==> src/rtl/regbank_pkg.sv <==
// Shared constants and FSM state type for the
// register bank write port.
package regbank_pkg;

   localparam int ENTRIES = 16;
   localparam int ADDR_W  = 4;

   localparam logic [ADDR_W-1:0] ZERO_IDX = 4'd15;
   localparam logic [ADDR_W-1:0] LAST_IDX = 4'(ENTRIES - 1);

   typedef enum logic [1:0] {
      IDLE,
      CLEAR,
      DONE
   } state_t;

endpackage

==> src/rtl/decoder4_16.sv <==
// One-hot 4:16 decoder with enable; write-side dual
// of the 16:1 read select tree.
module decoder4_16
   import regbank_pkg::*;
(
   input  logic              en,
   input  logic [ADDR_W-1:0] in,
   output logic [ENTRIES-1:0] out
);

   always_comb begin
      out = '0;
      if (en) out[in] = 1'b1;
   end

endmodule

==> src/rtl/demux16_reg_writer.sv <==
// Register file write port: staged write, one-hot
// commit into 16 entries, sequenced bank clear.
module demux16_reg_writer
   import regbank_pkg::*;
#(
   parameter int WIDTH     = 64,
   parameter int ZERO_LAST = 1
) (
   input  logic                     clk,
   input  logic                     reset_n,
   input  logic                     wr_valid,
   output logic                     wr_ready,
   input  logic [ADDR_W-1:0]        wr_addr,
   input  logic [WIDTH-1:0]         wr_data,
   input  logic                     clr_req,
   output logic                     busy,
   output logic                     clr_done,
   output logic                     wr_drop,
   output logic [ENTRIES*WIDTH-1:0] q,
   output logic [ENTRIES-1:0]       q_valid
);

   localparam logic [ENTRIES-1:0] ONE = 1;
   localparam logic [ENTRIES-1:0] WMASK =
      (ZERO_LAST != 0) ? ~(ONE << ZERO_IDX) : '1;

   state_t              r_state;
   state_t              w_nxt;
   logic [ADDR_W-1:0]   r_cnt;

   logic                r_stg_vld;
   logic [ADDR_W-1:0]   r_stg_addr;
   logic [WIDTH-1:0]    r_stg_data;

   logic [WIDTH-1:0]    r_bank [ENTRIES];
   logic [ENTRIES-1:0]  r_vld;
   logic                r_drop;

   logic                w_accept;
   logic                w_commit;
   logic                w_clr;
   logic [ENTRIES-1:0]  w_wen;
   logic [ENTRIES-1:0]  w_cen;

   always_comb begin
      w_nxt    = r_state;
      wr_ready = 1'b0;
      busy     = 1'b0;
      clr_done = 1'b0;
      unique case (r_state)
         IDLE: begin
            wr_ready = 1'b1;
            if (clr_req) w_nxt = CLEAR;
         end
         CLEAR: begin
            busy = 1'b1;
            if (r_cnt == LAST_IDX) w_nxt = DONE;
         end
         DONE: begin
            clr_done = 1'b1;
            w_nxt    = IDLE;
         end
         default: w_nxt = IDLE;
      endcase
   end

   always_ff @(posedge clk or negedge reset_n) begin
      if (!reset_n) begin
         r_state <= IDLE;
         r_cnt   <= '0;
      end else begin
         r_state <= w_nxt;
         if (r_state == CLEAR) r_cnt <= r_cnt + 4'd1;
      end
   end

   assign w_accept = wr_valid & wr_ready;
   // A write staged on the clear-request edge is never
   // committed: commit only happens while IDLE.
   assign w_commit = r_stg_vld & (r_state == IDLE);
   assign w_clr    = (r_state == CLEAR);

   always_ff @(posedge clk or negedge reset_n) begin
      if (!reset_n) begin
         r_stg_vld  <= 1'b0;
         r_stg_addr <= '0;
         r_stg_data <= '0;
      end else begin
         r_stg_vld <= w_accept;
         if (w_accept) begin
            r_stg_addr <= wr_addr;
            r_stg_data <= wr_data;
         end
      end
   end

   decoder4_16 u_wdec (
      .en  (w_commit),
      .in  (r_stg_addr),
      .out (w_wen)
   );

   decoder4_16 u_cdec (
      .en  (w_clr),
      .in  (r_cnt),
      .out (w_cen)
   );

   always_ff @(posedge clk or negedge reset_n) begin
      if (!reset_n) begin
         for (int i = 0; i < ENTRIES; i++)
            r_bank[i] <= '0;
         r_vld <= '0;
      end else begin
         for (int i = 0; i < ENTRIES; i++) begin
            if (w_cen[i]) begin
               r_bank[i] <= '0;
               r_vld[i]  <= 1'b0;
            end else if (w_wen[i] && WMASK[i]) begin
               r_bank[i] <= r_stg_data;
               r_vld[i]  <= 1'b1;
            end
         end
      end
   end

   always_ff @(posedge clk or negedge reset_n) begin
      if (!reset_n) r_drop <= 1'b0;
      else r_drop <= w_commit
                  && (r_stg_addr == ZERO_IDX)
                  && (ZERO_LAST != 0);
   end

   always_comb begin
      q = '0;
      for (int i = 0; i < ENTRIES; i++)
         q[i*WIDTH +: WIDTH] = r_bank[i];
   end

   assign q_valid = r_vld;
   assign wr_drop = r_drop;

endmodule

==> config.mk <==
export PLATFORM = sky130hd
export DESIGN_NAME = demux16_reg_writer
export DESIGN_NICKNAME = d
export VERILOG_FILES = /design/src/rtl/regbank_pkg.sv /design/src/rtl/decoder4_16.sv /design/src/rtl/demux16_reg_writer.sv
export SDC_FILE = /design/constraint.sdc
export NUM_CORES = 2
export LEC_CHECK = 0
export ABC_AREA = 1
export ABC_CLOCK_PERIOD_IN_PS = 4600
export BUFFER_PORTS_ARGS = -buffer_cell sky130_fd_sc_hd__buf_2
export CAP_MARGIN = 0
export CORE_AREA = 5 5 436 438
export DETAILED_ROUTE_END_ITERATION = 10
export DIE_AREA = 0 0 441 443
export GPL_TIMING_DRIVEN = 0
export SYNTH_ARGS = -nofsm -noshare
export SYNTH_HDL_FRONTEND = slang
export SYNTH_SLANG_ARGS = --single-unit
==> constraint.sdc <==
create_clock -name clk -period 4.6 [get_ports clk]
set_clock_uncertainty 0.05 [all_clocks]
set_input_delay 0.23 -clock clk [delete_from_list [all_inputs] [get_ports clk]]
set_output_delay 0.23 -clock clk [all_outputs]
set_load 0.02 [all_outputs]
==> impl_metrics.toml <==
[timing]
fin_setup_tns_ns = 0
grt_setup_unrepaired = "no"
hold_violations = 0
period_share = 0.625
setup_violations = 0
worst_slew_pin_slew_ns = 1.46
max_slew_margin = 0.0270
fmax_ghz = 0.348
hold_ws_ns = 0.0594
post-route-min-period_ns = 2.87
final-max-slew-violation-count = 0

[detailed_routing]
drc_errors = 0
routed_wl_mm = 248
routed_via_density = 4.93
dr.first_iter.drc_count = 4224
dr.pass1.iters = 6
vias = 43400
antenna_left = 0
routedWlPerCell_um = 28.2

[yosys]
synth-seq-cells = 1051
yosysWarnings = 0
netlist_area_sq_um = 43600
avgSynthCellArea_sq_um = 8.94
ys_types = 20
synthCells = 4876
synth-seq-area-share = 0.603

[pwr]
cellPowerDensity_nw_per_um2 = 588
p_leak_nw = 33.5
vdd_drop_max_mv = 0.401

[floorplanning]
start_util = 0.234
dieArea_sq_um = 195000
die_h_um = 443
rows = 159
core_area_sq_um = 186000
die_w_um = 441
io_pins = 1116

[cts]
clk_pin_slew_worst_paths_ns = 0.06
clockBufferDepth = 3
cts_tree = "yes"
htreeDepth = 3
ctsResizeCount = 0
cts_made_buffers = 118
root_buffer = "clkbuf_16"
insertion_delay_ns = 0.79
clock_sinks = 1051

[cells_and_area]
final_cell_mix = "nand3_1 (1745), nand2_1 (1410), buf_2 (1319)"
areaGrowthSynthToFinish_pct = 31.5
nets = 6271
final_cell_area_sq_um = 57300
fillers = 19700
layout_commonest_cell = "nand3_1"
drive_gt1_frac = 0.261

[global_routing]
grt_pass1_vias = 41600
grt_first_pass_wirelength_mm = 337
grt_overflow_total = 0
gr-usage-all-layers = 0.245
antenna_found_initial = 26
grt_max_degree = 166

[placement]
dp_hpwl_mm = 190
portBuffers = 1050
place.gp.congestion = 0.906
placed_cell_area_sq_um = 52400

[setup_path]
crit_type = "in2async"
crit_path_end_kind = "async pin"
worstSetupStartpointType = "input pin"
cp_max_fo = 155
arrival_ns = 3.62
critPathRequiredTime_ns = 5.34

[status]
status = "finished, final reports clean"

[min_path]
min_path_type = "in2async"

[flow_run]
cap_violations = 0
==> logic make-up after synthesis <==
kind of cell / after synthesis / share of synthesized area
AND/OR/NAND/NOR: 3186 / 0.325
flip-flops: 1051 / 0.603
AO/OA/AOI/OAI: 5 / 0.000574
buffers and inverters: 625 / 0.0692
other: 1 / 0.0000860
adder cells (fa/ha/maj): 5 / 0.00143
XOR/XNOR: 3 / 0.000603
==> flip-flops by register name, summed over array words and instances, names as in the netlist <==
signal	cells
q	960
r_stg_data	64
q_valid	15
r_cnt	4
r_stg_addr	4
r_state	2
r_stg_vld	1
wr_drop	1
==> cell usage after synthesis <==
master	count	share of area
nand3_1	1745	0.20
nand2_1	1410	0.12
dfrtp_1	1051	0.60
buf_2	270	0.031
clkbuf_1	191	0.016
buf_4	87	0.015
buf_1	56	0.0048
nor2_1	25	0.0022
inv_1	15	0.0013
ha_1	5	0.0014
inv_2	5	0.00043
o21ai_0	5	0.00057
xor2_1	3	0.00060
nand2_2	2	0.00029
buf_6	1	0.00026
conb_1	1	0.000086
nor2_2	1	0.00014
nor2_4	1	0.00026
nor2_8	1	0.00046
nor3_1	1	0.00011
==> worst paths after layout <==
kind	start	end	slack, ns	cells after the start
min in group clk	wr_data[14]	r_stg_data[14]	0.13	4
setup / recovery	reset_n	q[36]	1.73	5
setup reg to reg	r_stg_data[3]	r_stg_data[3]	1.85	5
hold reg to reg	q_valid[3]	q_valid[3]	0.43	2
hold / removal	reset_n	q[530]	0.06	2
max in group clk	r_stg_data[3]	r_stg_data[3]	1.85	5
==> layout make-up <==
type / count / area [sq um] / area share
tap: 2495 / 3120 / 0.0545
clock inverter: 57 / 664 / 0.0116
antenna: 23 / 57.6 / 0.00100
sequential: 1051 / 26300 / 0.459
timing repair buffer: 1134 / 6220 / 0.109
buffer: 605 / 2960 / 0.0516
inverter: 20 / 75.1 / 0.00131
multi-input combinational: 3264 / 14500 / 0.254
clock buffer: 161 / 3390 / 0.0592
==> where the power goes <==
group	switching [W]	internal, W
Sequential	0.000886	0.0108
Clock	0.00430	0.00570
Combinational	0.00971	0.00238
==> worst max-delay path: stages <==
cell	delay, ns
dlygate4sd3_1	0.59
buf_12	0.59
buf_16	0.51
buf_16	0.52
buf_16	0.45
==> routing by layer <==
layer	GRT usage	vias up	wire length (um)
met5	0	-	41
met4	0.125	6	14300
met3	0.0562	543	21200
met2	0.422	2439	123000
met1	0.283	21800	89700
li1	-	18600	-
==> through the flow <==
stage / worst slack (ns) / total power, W / cells / utilization
floorplan: 2.99 / 0.0171 / 4940 / -
global placement: -20.19 / 0.0236 / 8485 / 0.280
detailed placement: 1.52 / 0.0237 / 8492 / 0.282
CTS: 1.71 / 0.0339 / 8787 / 0.308
global route: 1.39 / 0.0349 / 8795 / 0.308
finish: 1.73 / 0.0337 / 8810 / 0.308
==> repair_timing <==
action,in CTS,in global routing
hold buffers,77,0
setup buffers,0,0
endpoints found under the hold margin,201,0
setup endpoints to repair,0,0
(Power assumes the default switching activity.)
